===== src/rtl/adder_share_ctrl_pkg.sv =====
// adder_share_ctrl_pkg: shared datapath width, result record and overflow helper
package adder_share_ctrl_pkg;
    localparam int DATA_W = 33;
    typedef struct packed {
        logic              ovf;
        logic              cout;
        logic [DATA_W-1:0] sum;
    } add_res_t;
    // the carry into the MSB is recovered from the MSB sum bit
    function automatic logic signed_ovf(input logic a_msb, input logic b_msb, input logic s_msb, input logic cout);
        return cout ^ (a_msb ^ b_msb ^ s_msb);
    endfunction
endpackage


===== src/rtl/adder_33.sv =====
// adder_33: plain 33-bit adder with carry-in and carry-out
module adder_33 (
    input  logic [32:0] a,
    input  logic [32:0] b,
    input  logic        cin,
    output logic [32:0] sum,
    output logic        cout
);
    assign {cout, sum} = {1'b0, a} + {1'b0, b} + {33'd0, cin};
endmodule


===== src/rtl/adder_share_ctrl_arb.sv =====
// adder_rr_arb: round-robin one-hot arbiter with pointer advanced past each winner
module adder_rr_arb #(
    parameter int NREQ = 4,
    parameter int ID_W = 2
) (
    input  logic            clk,
    input  logic            rst_n,
    input  logic [NREQ-1:0] req,
    input  logic            en,
    input  logic            upd,
    output logic [NREQ-1:0] grant,
    output logic [ID_W-1:0] id
);
    logic [ID_W-1:0] ptr_q, ptr_d;
    logic            found;
    // first pass covers ptr..NREQ-1, second pass wraps to 0..ptr-1
    always_comb begin
        grant = '0;
        id    = '0;
        found = 1'b0;
        for (int i = 0; i < NREQ; i++)
            if (en && !found && req[i] && i >= int'(ptr_q)) begin
                found    = 1'b1;
                grant[i] = 1'b1;
                id       = ID_W'(i);
            end
        for (int i = 0; i < NREQ; i++)
            if (en && !found && req[i] && i < int'(ptr_q)) begin
                found    = 1'b1;
                grant[i] = 1'b1;
                id       = ID_W'(i);
            end
    end
    always_comb ptr_d = upd ? ((id == ID_W'(NREQ-1)) ? '0 : id + 1'b1) : ptr_q;
    always_ff @(posedge clk or negedge rst_n)
        if (!rst_n) ptr_q <= '0;
        else        ptr_q <= ptr_d;
endmodule


===== src/rtl/adder_share_ctrl.sv =====
// adder_share_ctrl: round-robin sharing of one 33-bit adder with a single result slot
module adder_share_ctrl
    import adder_share_ctrl_pkg::*;
#(
    parameter int NREQ = 4,
    parameter int ID_W = 2
) (
    input  logic                   clk,
    input  logic                   rst_n,
    input  logic [NREQ-1:0]        req_valid,
    output logic [NREQ-1:0]        req_ready,
    input  logic [NREQ*DATA_W-1:0] req_a,
    input  logic [NREQ*DATA_W-1:0] req_b,
    input  logic [NREQ-1:0]        req_cin,
    input  logic [NREQ-1:0]        req_sub,
    output logic                   rsp_valid,
    input  logic                   rsp_ready,
    output logic [ID_W-1:0]        rsp_id,
    output logic [DATA_W-1:0]      rsp_sum,
    output logic                   rsp_cout,
    output logic                   rsp_overflow
);
    logic              rsp_valid_q, rsp_valid_d;
    logic [ID_W-1:0]   rsp_id_q, rsp_id_d;
    add_res_t          res_q, res_d, res_new;
    logic              free, xfer;
    logic [NREQ-1:0]   grant;
    logic [ID_W-1:0]   gid;
    logic [DATA_W-1:0] op_a, op_b, sum;
    logic              op_sub, op_cin, cout;
    assign free = !rsp_valid_q || rsp_ready;
    adder_rr_arb #(.NREQ(NREQ), .ID_W(ID_W)) u_arb (
        .clk   (clk),
        .rst_n (rst_n),
        .req   (req_valid),
        .en    (free && rst_n),
        .upd   (xfer),
        .grant (grant),
        .id    (gid)
    );
    assign req_ready = grant;
    assign xfer      = |grant;
    // subtract is A + ~B + 1 through the same adder
    always_comb begin
        op_a    = req_a[DATA_W*int'(gid) +: DATA_W];
        op_sub  = req_sub[gid];
        op_b    = op_sub ? ~req_b[DATA_W*int'(gid) +: DATA_W] : req_b[DATA_W*int'(gid) +: DATA_W];
        op_cin  = op_sub | req_cin[gid];
        res_new = '{ovf: signed_ovf(op_a[DATA_W-1], op_b[DATA_W-1], sum[DATA_W-1], cout), cout: cout, sum: sum};
    end
    adder_33 u_add (
        .a    (op_a),
        .b    (op_b),
        .cin  (op_cin),
        .sum  (sum),
        .cout (cout)
    );
    always_comb begin
        rsp_valid_d = xfer ? 1'b1 : (rsp_ready ? 1'b0 : rsp_valid_q);
        rsp_id_d    = xfer ? gid : rsp_id_q;
        res_d       = xfer ? res_new : res_q;
    end
    always_ff @(posedge clk or negedge rst_n)
        if (!rst_n) begin
            rsp_valid_q <= 1'b0;
            rsp_id_q    <= '0;
            res_q       <= '0;
        end else begin
            rsp_valid_q <= rsp_valid_d;
            rsp_id_q    <= rsp_id_d;
            res_q       <= res_d;
        end
    assign rsp_valid    = rsp_valid_q;
    assign rsp_id       = rsp_id_q;
    assign rsp_sum      = res_q.sum;
    assign rsp_cout     = res_q.cout;
    assign rsp_overflow = res_q.ovf;
endmodule


===== config.mk =====
export PLATFORM = sky130hd
export DESIGN_NAME = adder_share_ctrl
export DESIGN_NICKNAME = d
export VERILOG_FILES = /design/src/rtl/adder_share_ctrl_pkg.sv /design/src/rtl/adder_33.sv /design/src/rtl/adder_share_ctrl_arb.sv /design/src/rtl/adder_share_ctrl.sv
export SDC_FILE = /design/constraint.sdc
export NUM_CORES = 1
export LEC_CHECK = 0
export CORE_MARGIN = 4
export CORE_UTILIZATION = 40
export CTS_CLUSTER_DIAMETER = 120
export CTS_CLUSTER_SIZE = 30
export DETAILED_ROUTE_END_ITERATION = 8
export PLACE_DENSITY = 0.88
export SYNTH_ARGS = -nofsm -noshare
export SYNTH_HDL_FRONTEND = slang
export SYNTH_SLANG_ARGS = --single-unit

===== constraint.sdc =====
create_clock -name clk -period 5.7 [get_ports clk]
set_input_delay 0.855 -clock clk [delete_from_list [all_inputs] [get_ports clk]]
set_output_delay 0.855 -clock clk [all_outputs]
set_load 0.02 [all_outputs]

# Word-level counts from Yosys, hierarchy flattened
# Cells that the tools add are included.
# W data, S select, Z words.
# totals
reg_bits	40
latch_bits	0
ramBits	0
rom_bits	0
in_bits	279
output_inout_bits	42
elab_cells	81
n_memories	0
# classes
add_sub_neg	3
n_mul	1
n_div	0
n_lt_le_gt_ge	7
n_eq_ne	1
shifts	2
muxes	26
bitwise_logic	5
reduce_logical	30
# ops
operator	n
$shiftx A132 B32 Y33	1
$shiftx A132 B9 Y33	1
$add A33 B33 Y34	1
$add A34 B1 Y34	1
$mux W33	1
$not A33 Y33	1
$logic_and A1 B1 Y1	20
$mux W1	17
$mux W2	6
$mul A6 B2 Y8 const A	1
$logic_not A1 Y1	7
$bmux W1 S2	2
$ge A1 B2 Y1 const A	2
$lt A1 B2 Y1 const A	2
$reduce_or A4 Y1	1
$lt A2 B3 Y1 const B	1
$xor A1 B1 Y1	3
$add A2 B1 Y2 const B	1
$eq A2 B2 Y1 const B	1
$ge A2 B2 Y1 const A	1
$lt A2 B2 Y1 const A	1
$reduce_bool A2 Y1	1
$logic_or A1 B1 Y1	1
$or A1 B1 Y1	1

# Depth between registers and ports, before layout
# Gate-level depths: netlist of the first run.
# depth
ltp_word	43
depth_mapped	20
mapped_depth_nobuf	18

# By module
# From an unflattened synthesis of the first run, not the netlist that was laid out.
# unflattened
hier_cells	528
hier_area_um2	5659.2
# modules_own_cells
mod	instances	cells_each	area_per_inst_um2
adder_share_ctrl	1	209	3388.2
adder_33	1	292	2052.0
adder_rr_arb	1	27	219.0

# Worst setup path after synthesis of the first run
# Ideal clock, no wire load.
# synth_path
kind	input -> register
startpoint	in rsp_ready
endpoint	reg res_q, in the netlist rsp_overflow
setup_time_ns	0.125
arrival_time_ns	4.909
slack_ns	0.667
path_stages	19
n_path_buf	1
path_cell_list	nand2b_1 > and2_1 > o211ai_1 > nor2_1 > nor2_4 > a211oi_2 > a31oi_4 > buf_6 > xor2_1 > fa_1 > fa_1 > a21oi_1 > o22a_1 > o211ai_1 > a22oi_2 > o21ai_1 > a31o_1 > xnor2_1 > mux2_2
# synth_between
elab_cells_between_ends	61
# synth_lines
element	line_no	rtl
start, declared	adder_share_ctrl.sv:17	input logic rsp_ready,
$logic_or A1 B1 Y1 (*)	adder_share_ctrl.sv:31	assign free = !rsp_valid_q || rsp_ready;
$logic_and A1 B1 Y1 (*)	adder_share_ctrl.sv:36	.en (free && rst_n),
$logic_and A1 B1 Y1 (2 in series)	adder_share_ctrl_arb.sv:22	if (en && !found && req[i] && i >= int'(ptr_q)) begin
$mux W1	adder_share_ctrl_arb.sv:22	
$logic_not A1 Y1	adder_share_ctrl_arb.sv:22	
$logic_and A1 B1 Y1 (3 in series)	adder_share_ctrl_arb.sv:22	
$mux W1	adder_share_ctrl_arb.sv:22	
$logic_not A1 Y1	adder_share_ctrl_arb.sv:22	
[... 8 more ...]	--	
$logic_not A1 Y1	adder_share_ctrl_arb.sv:28	if (en && !found && req[i] && i < int'(ptr_q)) begin
$logic_and A1 B1 Y1 (3 in series)	adder_share_ctrl_arb.sv:28	
$mux W1	adder_share_ctrl_arb.sv:28	
$logic_not A1 Y1	adder_share_ctrl_arb.sv:28	
$logic_and A1 B1 Y1 (3 in series)	adder_share_ctrl_arb.sv:28	
$mux W1 (*)	adder_share_ctrl_arb.sv:28	
net req_ready[1]	adder_share_ctrl.sv:11	output logic [NREQ-1:0] req_ready,
$reduce_or A4 Y1 (*)	adder_share_ctrl.sv:42	assign xfer = |grant;
end signal, assigned	adder_share_ctrl.sv:71	res_q <= res_d;
end, declared	adder_share_ctrl.sv:25	add_res_t res_q, res_d, res_new;
# Mark *: on every way through the listed nets, which the timed path passes. The rest lies on a longest branch. The select of a mux whose other input is x is not followed.
# A chain may end at the register's enable or synchronous reset.

# Worst setup path in the final report of the first run
# layout_path
startpoint	in rsp_ready
endpoint	reg res_q, in the netlist rsp_overflow
# layout_between
elab_chain_len	42
elab_cells_between_ends	61
# layout_lines
element	line_no	rtl
$logic_or A1 B1 Y1 (*)	adder_share_ctrl.sv:31	
$logic_and A1 B1 Y1 (*)	adder_share_ctrl.sv:36	
$logic_and A1 B1 Y1 (2 in series)	adder_share_ctrl_arb.sv:22	
$mux W1	adder_share_ctrl_arb.sv:22	
$logic_not A1 Y1	adder_share_ctrl_arb.sv:22	
$logic_and A1 B1 Y1 (3 in series)	adder_share_ctrl_arb.sv:22	
$mux W1	adder_share_ctrl_arb.sv:22	
$logic_not A1 Y1	adder_share_ctrl_arb.sv:22	
[... 22 more ...]	--	
$mux W2	adder_share_ctrl_arb.sv:28	
$mul A6 B2 Y8	adder_share_ctrl.sv:45, adder_share_ctrl.sv:47	
$shiftx A132 B9 Y33	adder_share_ctrl.sv:47	op_b = op_sub ? ~req_b[DATA_W*int'(gid) +: DATA_W] : req_b[DATA_W*int'(gid) +: DATA_W];
$not A33 Y33	adder_share_ctrl.sv:47	
$mux W33	adder_share_ctrl.sv:47	
$add A33 B33 Y34	adder_33.sv:9	assign {cout, sum} = {1'b0, a} + {1'b0, b} + {33'd0, cin};
$add A34 B1 Y34	adder_33.sv:9	
$xor A1 B1 Y1 (2 in series)	adder_share_ctrl_pkg.sv:11	return cout ^ (a_msb ^ b_msb ^ s_msb);
# Mark *: on every way between the ends. The rest lies on a longest branch, timed or not. The select of a mux whose other input is x is not followed.

==> metrics.md, run 1 <==
| Metric | Value |
|---|---|
| Status | `completed` |
| CTS max path bufs | `2` |
| IO Pins | `between 300 and 400` |
| Overall global routing resource usage | `0.277` |
| Placeable Area | `~13000 sq um` |
| Met3 WL post-DR | `~1600 um` |
| # H-tree levels | `2` |
| Largest net degree at the start of global routing | `78` |
| Area grow syn2layout | `63.5%` |
| Placed cell area | `8980 sq um` |
| CTS hold repair buffers | `0` |
| Syn nets | `1093` |
| Routed wl met2 | `between 10000 and 15000 um` |
| Layout Cells excl Fill | `~1.3k` |
| Final WL | `between 20000 and 25000 um` |
| Main synth FF type | `dfrtp_1` |
| Worst-Margin Slew | `roughly 0.73 ns` |
| Die ar. | `~16000 sq um` |
| Number of diodes | `0` |
| Relative slew slack | `0.512` |
| Utilization after layout | `0.680` |
| Post-CTS setup buffers | `0` |
| Reg clk slew, reported paths | `0.06 ns` |
| Largest area contributor in the netlist | `dfrtp_1` |
| Initial Utilization | `0.416` |
| CTS root buf | `clkbuf_16` |
| Final setup fails | `0` |
| Setup WS pre-CTS | `slightly above 0.2 ns` |
| Die X | `126 um` |
| Clock Sinks | `40` |
| Die height | `approximately 130 um` |
| Worst R2R Path Depth | `19` |
| Seq/Total Area, Yosys | `0.179` |
| Max Clk Rate | `between 150 and 200 MHz` |
| Mapped Cells | `slightly below 800` |
| Flops & latches, synth | `40` |
| Post-DRT Antenna Nets | `0` |
| DR pass1 iterations | `5` |
| Post-synthesis cell area | `5600 sq um` |
| # rows | `42` |
| PortBufs | `between 300 and 400` |
| WS Path Type | `input pin to register` |
| Cell variety after synth | `a little over 60` |
| Top Metal Used | `met4` |
| Wl on met1 | `9370 um` |
| Share of cells above drive strength 1 | `0.0521` |
| Clock skew | `0.00931 ns` |
| Worst-Skew Late Latency | `around 0.29 ns` |
| Crit-path max FO | `27` |
| Fillcell total | `roughly 1.1k` |
| Max VDD drop | `~280 uV` |
| Synth cell count leaders | `nand2_1 (189), a211oi_1 (69), a31oi_1 (69), and2_1 (60), xor2_1 (45)` |
| Area contributors post-synth | `dfrtp_1 (18%), nand2_1 (13%), a211oi_1 (9.3%)` |
| Initial antenna violation count | `0` |
| Max Cap Violations | `0` |
| Unrepaired setup endpoints after global routing | `false` |
| Total number of vias | `a little under 7k` |
| Cell Pwr Density | `~600 nW/um^2` |
| Synth Warn # | `0` |
| Vias in the first global route | `6773` |
| Placer Congestion | `slightly above 0.9` |
| Setup TNS | `0 ns` |
| Final Hold Violating Endpoints | `0` |
| DRC Markers | `0` |
| Post-CTS sizing | `0` |
| Hold WC Path Type | `register to register` |
| Asr flop ratio synth | `1.00` |
| Vias per inst | `roughly 5.5` |
| First-pass GRT wire length | `roughly 36000 um` |
| Most frequent cell after synthesis | `nand2_1` |
| Critical Path End Type | `register` |
| Syn_area_per_cell | `around 7.2 sq um` |
| Final Cycle Share | `0.931` |
| Setup ws final | `around 0.40 ns` |
| Hpwl dp | `19400 um` |
| Type of origin of the critical path | `input pin` |
| Gr ovfl total | `0` |
| Worst hold path stage count | `2` |
| Worst EP required | `about 5.9 ns` |
| Critical Path AT | `5.47 ns` |
| Worst hold slack | `a little under 0.5 ns` |
| Post-synth EDFFs | `0` |
| CTS tree | `yes` |
| CTS Buf Count | `5` |
| P_leak | `between 3 and 4 nW` |
| Design Power | `5.50 mW` |
| WL/cell | `18.5 um` |
| Final min period | `approximately 5.3 ns` |
| Placed insts | `1243` |
| Initial DRC count | `~400` |
| Post-synth top area share | `0.179` |
| Post-route cell area | `9150 sq um` |
| Max-slew violations | `0` |
| NumNets Final | `1387` |
-- worst max-delay path, cell delays in order --
cell and delay, ns:
clkdlybuf4s50_1 0.39, nand2b_1 0.15, and2_1 0.24, o211ai_1 0.20, nor2_1 0.14, nor2_4 0.23, buf_12 0.21, buf_4 0.21
nand2_1 0.07, a31oi_1 0.30, xor2_1 0.25, ha_1 0.33, a21oi_1 0.36, a21oi_1 0.11, a311o_1 0.37, a22oi_2 0.21
o21ai_1 0.16, a31o_1 0.28, xnor2_1 0.13, mux2_2 0.25
-- registers in the layout, summed over array words and instances (netlist names) --
| name | count |
|---|---|
| rsp_cout | 1 |
| rsp_id | 2 |
| rsp_overflow | 1 |
| rsp_sum | 33 |
| rsp_valid | 1 |
| u_arb.ptr_q | 2 |
-- area by class of cell --
| class | instances | area [sq um] | share of cell area |
|---|---|---|---|
| clock inverter | 3 | 42.5 | 0.00465 |
| timing repair buffer | 344 | 3440 | 0.376 |
| clock buffer | 5 | 125 | 0.0137 |
| inverter | 9 | 33.8 | 0.00369 |
| sequential | 40 | 1000 | 0.109 |
| tap | 176 | 220 | 0.0241 |
| multi-input combinational | 674 | 4290 | 0.469 |
-- cell families after synthesis --
| logic type | Yosys count | share of synthesized area |
|---|---|---|
| muxes | 6 | 0.0116 |
| DFF | 40 | 0.179 |
| adders and majority gates | 34 | 0.0787 |
| xor gates and xnor gates | 61 | 0.0955 |
| buffers and inverters | 66 | 0.0577 |
| and+or+nand+nor | 314 | 0.266 |
| AOI/OAI and AO/OA | 259 | 0.311 |
-- power breakdown --
group / internal (mW) / leakage [nW] / switching, mW
logic: 1.99 / 3.15 / 2.66
registers: 0.443 / 0.489 / 0.0856
clock network: 0.206 / 0.0798 / 0.117
-- layer usage --
metal | track usage | vias to the layer above
met1 | 0.352 | 3156
met2 | 0.482 | 292
met5 | 0 | -
met3 | 0.0432 | 49
met4 | 0.0896 | 0
li1 | - | 3386
-- path summary, 6_finish.rpt --
kind | startpoint | end | slack (ns)
worst max-delay path | rsp_ready | rsp_overflow$_DFFE_PN0P_ | 0.40
worst min-delay path | rsp_sum[18]$_DFFE_PN0P_ | rsp_sum[18]$_DFFE_PN0P_ | 0.48
worst max register to register | u_arb.ptr_q[1]$_DFFE_PN0P_ | rsp_overflow$_DFFE_PN0P_ | 1.03
worst min register to register | rsp_sum[18]$_DFFE_PN0P_ | rsp_sum[18]$_DFFE_PN0P_ | 0.48
max in group asynchronous | rst_n | rsp_sum[18]$_DFFE_PN0P_ | 4.61
min in group asynchronous | rst_n | rsp_sum[11]$_DFFE_PN0P_ | 0.73
-- cells in the final DEF, fill, tap and decap left out, types with 8 or more instances in the layout --
cell type / Yosys / layout
a211oi_1: 69 / 69
xor2_1: 45 / 45
nand2_1: 189 / 189
nor2_1: 10 / 10
nand2b_1: 8 / 8
a31oi_1: 69 / 69
and2_0: 10 / 10
dfrtp_1: 40 / 40
a21oi_1: 32 / 32
inv_1: 8 / 8
buf_4: 5 / 19
clkdlybuf4s50_1: 0 / 319
and2_1: 60 / 60
o21ai_1: 26 / 26
ha_1: 32 / 32
o21ai_0: 20 / 20
a21o_1: 12 / 12
xnor2_1: 16 / 16
Note: power is estimated with default switching activity, not from simulation.
==> inputs of run 2 (changes only) <==
--- a/config.mk
+++ b/config.mk
@@ -8,7 +8,7 @@
 export CORE_MARGIN = 4
 export CORE_UTILIZATION = 40
 export CTS_CLUSTER_DIAMETER = 120
-export CTS_CLUSTER_SIZE = 30
+export CTS_CLUSTER_SIZE = 28
 export DETAILED_ROUTE_END_ITERATION = 8
 export PLACE_DENSITY = 0.88
 export SYNTH_ARGS = -nofsm -noshare
==> results of run 2 <==
No change in the layout: final DEF, timing and power equal those of run 1.
==> inputs of run 3 (changes only) <==
--- a/config.mk
+++ b/config.mk
@@ -5,12 +5,14 @@
 export SDC_FILE = /design/constraint.sdc
 export NUM_CORES = 1
 export LEC_CHECK = 0
-export CORE_MARGIN = 4
-export CORE_UTILIZATION = 40
+export CELL_PAD_IN_SITES_DETAIL_PLACEMENT = 1
+export CELL_PAD_IN_SITES_GLOBAL_PLACEMENT = 1
+export CORE_UTILIZATION = 26
 export CTS_CLUSTER_DIAMETER = 120
 export CTS_CLUSTER_SIZE = 28
 export DETAILED_ROUTE_END_ITERATION = 8
-export PLACE_DENSITY = 0.88
+export PLACE_DENSITY = 0.86
 export SYNTH_ARGS = -nofsm -noshare
 export SYNTH_HDL_FRONTEND = slang
 export SYNTH_SLANG_ARGS = --single-unit
+export TNS_END_PERCENT = 50
==> metrics.md, run 3 (synthesis results as in run 1) <==
| Metric | Value |
|---|---|
| Worst hold slack | `0.479 ns (-0.00468 ns)` |
| # rows | `53 (+26%)` |
| Die height | `149 um (+18%)` |
| Largest net degree at the start of global routing | `68 (-13%)` |
| Relative slew slack | `0.552 (+0.0397)` |
| CTS Buf Count | `5 (unchanged)` |
| Worst EP required | `5.87 ns (about the same)` |
| Setup TNS | `0 ns (unchanged)` |
| Vias per inst | `5.11 (-7.1%)` |
| Reg clk slew, reported paths | `0.06 ns (about the same)` |
| Commonest non-fill, non-tap cell in the layout | `clkdlybuf4s50_1` |
| Post-CTS setup buffers | `0 (unchanged)` |
| Sequential power share | `0.089 (-0.007)` |
| Crit-path max FO | `36 (+33%)` |
| Post-DRT Antenna Nets | `0 (unchanged)` |
| WL/cell | `18.8 um (+1.9%)` |
| Worst-Margin Slew | `0.672 ns (-0.0596 ns)` |
| Final WL | `26000 um (+13%)` |
| Final min period | `5.22 ns (-0.0896 ns)` |
| Worst R2R Path Depth | `19 (unchanged)` |
| Crit-path cells | `clkdlybuf4s50_1 > a21oi_1 > o221ai_2 > nor2_2 > nor2_4 > buf_12 > nand2_1 > a31oi_4 > buf_4 > xor2_1 > ha_1 > a211oi_2 > o21ai_1 > o211ai_2 > a21oi_1 > or3_4 > a31oi_2 > xnor2_1 > mux2_2` |
| Worst-Skew Late Latency | `0.29 ns (about the same)` |
| Placeable Area | `21100 sq um (+57%)` |
| CP Capture Point | `rsp_overflow$_DFFE_PN0P_` |
| Critical Path AT | `5.39 ns (-0.08 ns)` |
| Gr ovfl total | `0 (unchanged)` |
| Power Internal | `2.84 mW (+7.7%)` |
| Die ar. | `22100 sq um (+39%)` |
| Hpwl dp | `22000 um (+13%)` |
| PortBufs | `320 (unchanged)` |
| Most frequent CP cell | `a21oi_1` |
| Clock power share | `0.046 (-0.013)` |
| CTS max path bufs | `2 (unchanged)` |
| CTS hold repair buffers | `0 (unchanged)` |
| FF-to-FF setup slack | `1.10 ns (+0.07 ns)` |
| Status | `completed` |
| Worst r2r dst | `rsp_overflow$_DFFE_PN0P_` |
| Fillcell total | `2618 (+130%)` |
| Cell at the slowest stage of the critical path | `clkdlybuf4s50_1` |
| CP delay by family, top | `compound AO/OA/AOI/OAI gates` |
| Clock Sinks | `40 (unchanged)` |
| Final Cycle Share | `0.915 (-0.0157)` |
| NumNets Final | `1417 (+2.2%)` |
| Unrepaired setup endpoints after global routing | `false` |
| CTS root buf | `clkbuf_16` |
| Comb power frac | `0.864 (+0.019)` |
| WP buf/inv | `3 (unchanged)` |
| Total number of vias | `7068 (+2.7%)` |
| Cell Pwr Density | `621 nW/um^2 (+3.4%)` |
| Critical Path End Type | `register` |
| Final setup fails | `0 (unchanged)` |
| Utilization after layout | `0.448 (-0.232)` |
| Worst r2r src | `u_arb.ptr_q[1]$_DFFE_PN0P_` |
| Vias in the first global route | `7435 (+9.8%)` |
| First-pass GRT wire length | `39800 um (+11%)` |
| Clock skew | `0.00723 ns (-0.00208 ns)` |
| Psw | `3.03 mW (+5.9%)` |
| DRC Markers | `0 (unchanged)` |
| Max Cap Violations | `0 (unchanged)` |
| Post-CTS sizing | `0 (unchanged)` |
| Area grow syn2layout | `68.9%` |
| Worst Setup SP | `req_valid[0]` |
| WS Path Type | `input pin to register` |
| Commonest non-fill, non-tap cells in the layout | `clkdlybuf4s50_1 (319), nand2_1 (189), a211oi_1 (69), a31oi_1 (69), and2_1 (60)` |
| Initial DRC count | `256 (-36%)` |
| Placer Congestion | `0.910 (-1.6%)` |
| CTS tree | `yes` |
| Share of cells above drive strength 1 | `0.0761 (+0.0240)` |
| Max Clk Rate | `192 MHz (+1.7%)` |
| DR pass1 iterations | `4 (-1)` |
| Switching share of total power | `0.517 (-0.00409)` |
| Initial antenna violation count | `4 (+4)` |
| Max VDD drop | `254 uV (-8.3%)` |
| CP max stage delay | `0.57 ns (+0.18 ns)` |
| Max-slew violations | `0 (unchanged)` |
| IO Pins | `321 (unchanged)` |
| # H-tree levels | `2 (unchanged)` |
| Type of origin of the critical path | `input pin` |
| Hold WC Path Type | `register to register` |
| Die X | `149 um (+18%)` |
| Number of cells on the critical path | `19 (-5.0%)` |
| Initial Utilization | `0.265 (-0.151)` |
| Overall global routing resource usage | `0.231 (-0.0462)` |
| Final Hold Violating Endpoints | `0 (unchanged)` |
| P_leak | `3.84 nW (+3.4%)` |
| Max reg flops | `33 (unchanged)` |
## run 3: worst min-delay path by stage
stage / startpoint / endpoint / depth (start not counted)
floorplan: u_arb.ptr_q[0]$_DFFE_PN0P_ / u_arb.ptr_q[0]$_DFFE_PN0P_ / 2
global placement: rsp_sum[11]$_DFFE_PN0P_ / rsp_sum[11]$_DFFE_PN0P_ / 2
detailed placement: rsp_sum[15]$_DFFE_PN0P_ / rsp_sum[15]$_DFFE_PN0P_ / 2
CTS: rsp_sum[24]$_DFFE_PN0P_ / rsp_sum[24]$_DFFE_PN0P_ / 2
global route: rsp_sum[15]$_DFFE_PN0P_ / rsp_sum[15]$_DFFE_PN0P_ / 2
finish: rsp_sum[24]$_DFFE_PN0P_ / rsp_sum[24]$_DFFE_PN0P_ / 2
## run 3: area by class of cell
class                      count  area (sq um)  area share
multi-input combinational    674          4290       0.454
timing repair buffer         374          3640       0.385
sequential                    40          1000       0.106
tap                          275           344      0.0364
clock buffer                   6           129      0.0136
inverter                       9          33.8     0.00357
antenna                        4          10.0     0.00106
clock inverter                 1          5.00    0.000529
## run 3: stage by stage
stage                     instances  worst slack (ns)  power, mW  cell area [sq um]
after CTS                      1379             0.483       5.88               9440
after global placement         1372             0.290       5.41               9310
final                          1383             0.485       5.87               9450
after detailed placement       1372             0.192       5.55               9310
after floorplan                 780             0.667       3.72               5600
after global routing           1383             0.184       6.37               9450
## run 3: worst reg2reg max path, stage by stage (launching register included)
cell and delay, ns:
dfrtp_1 0.44, inv_2 0.12, a21oi_1 0.09, o221ai_2 0.32, nor2_2 0.11, nor2_4 0.16
buf_12 0.22, nand2_1 0.12, a31oi_4 0.21, buf_4 0.34, xor2_1 0.30, ha_1 0.32
a211oi_2 0.23, o21ai_1 0.16, o211ai_2 0.22, a21oi_1 0.13, or3_4 0.43, a31oi_2 0.20
xnor2_1 0.10, mux2_2 0.26
## run 3: power groups by stage
| stage | clock network [mW] | logic (mW) | registers, mW |
|---|---|---|---|
| 2_1_floorplan | 0 | 3.04 | 0.680 |
| 3_3_place_gp | 0 | 4.88 | 0.523 |
| 3_5_place_dp | 0 | 5.02 | 0.531 |
| 4_1_cts | 0.278 | 5.08 | 0.527 |
| 5_1_grt | 0.288 | 5.53 | 0.543 |
| 6_report | 0.272 | 5.07 | 0.525 |
## run 3: layer usage
| metal | vias up | part of all wire | track usage |
|---|---|---|---|
| li1 | 3446 | - | - |
| met1 | 3386 | 0.43 | 0.279 |
| met2 | 202 | 0.50 | 0.419 |
| met3 | 34 | 0.047 | 0.0325 |
| met4 | 0 | 0.025 | 0.0711 |
| met5 | - | 0 | 0 |
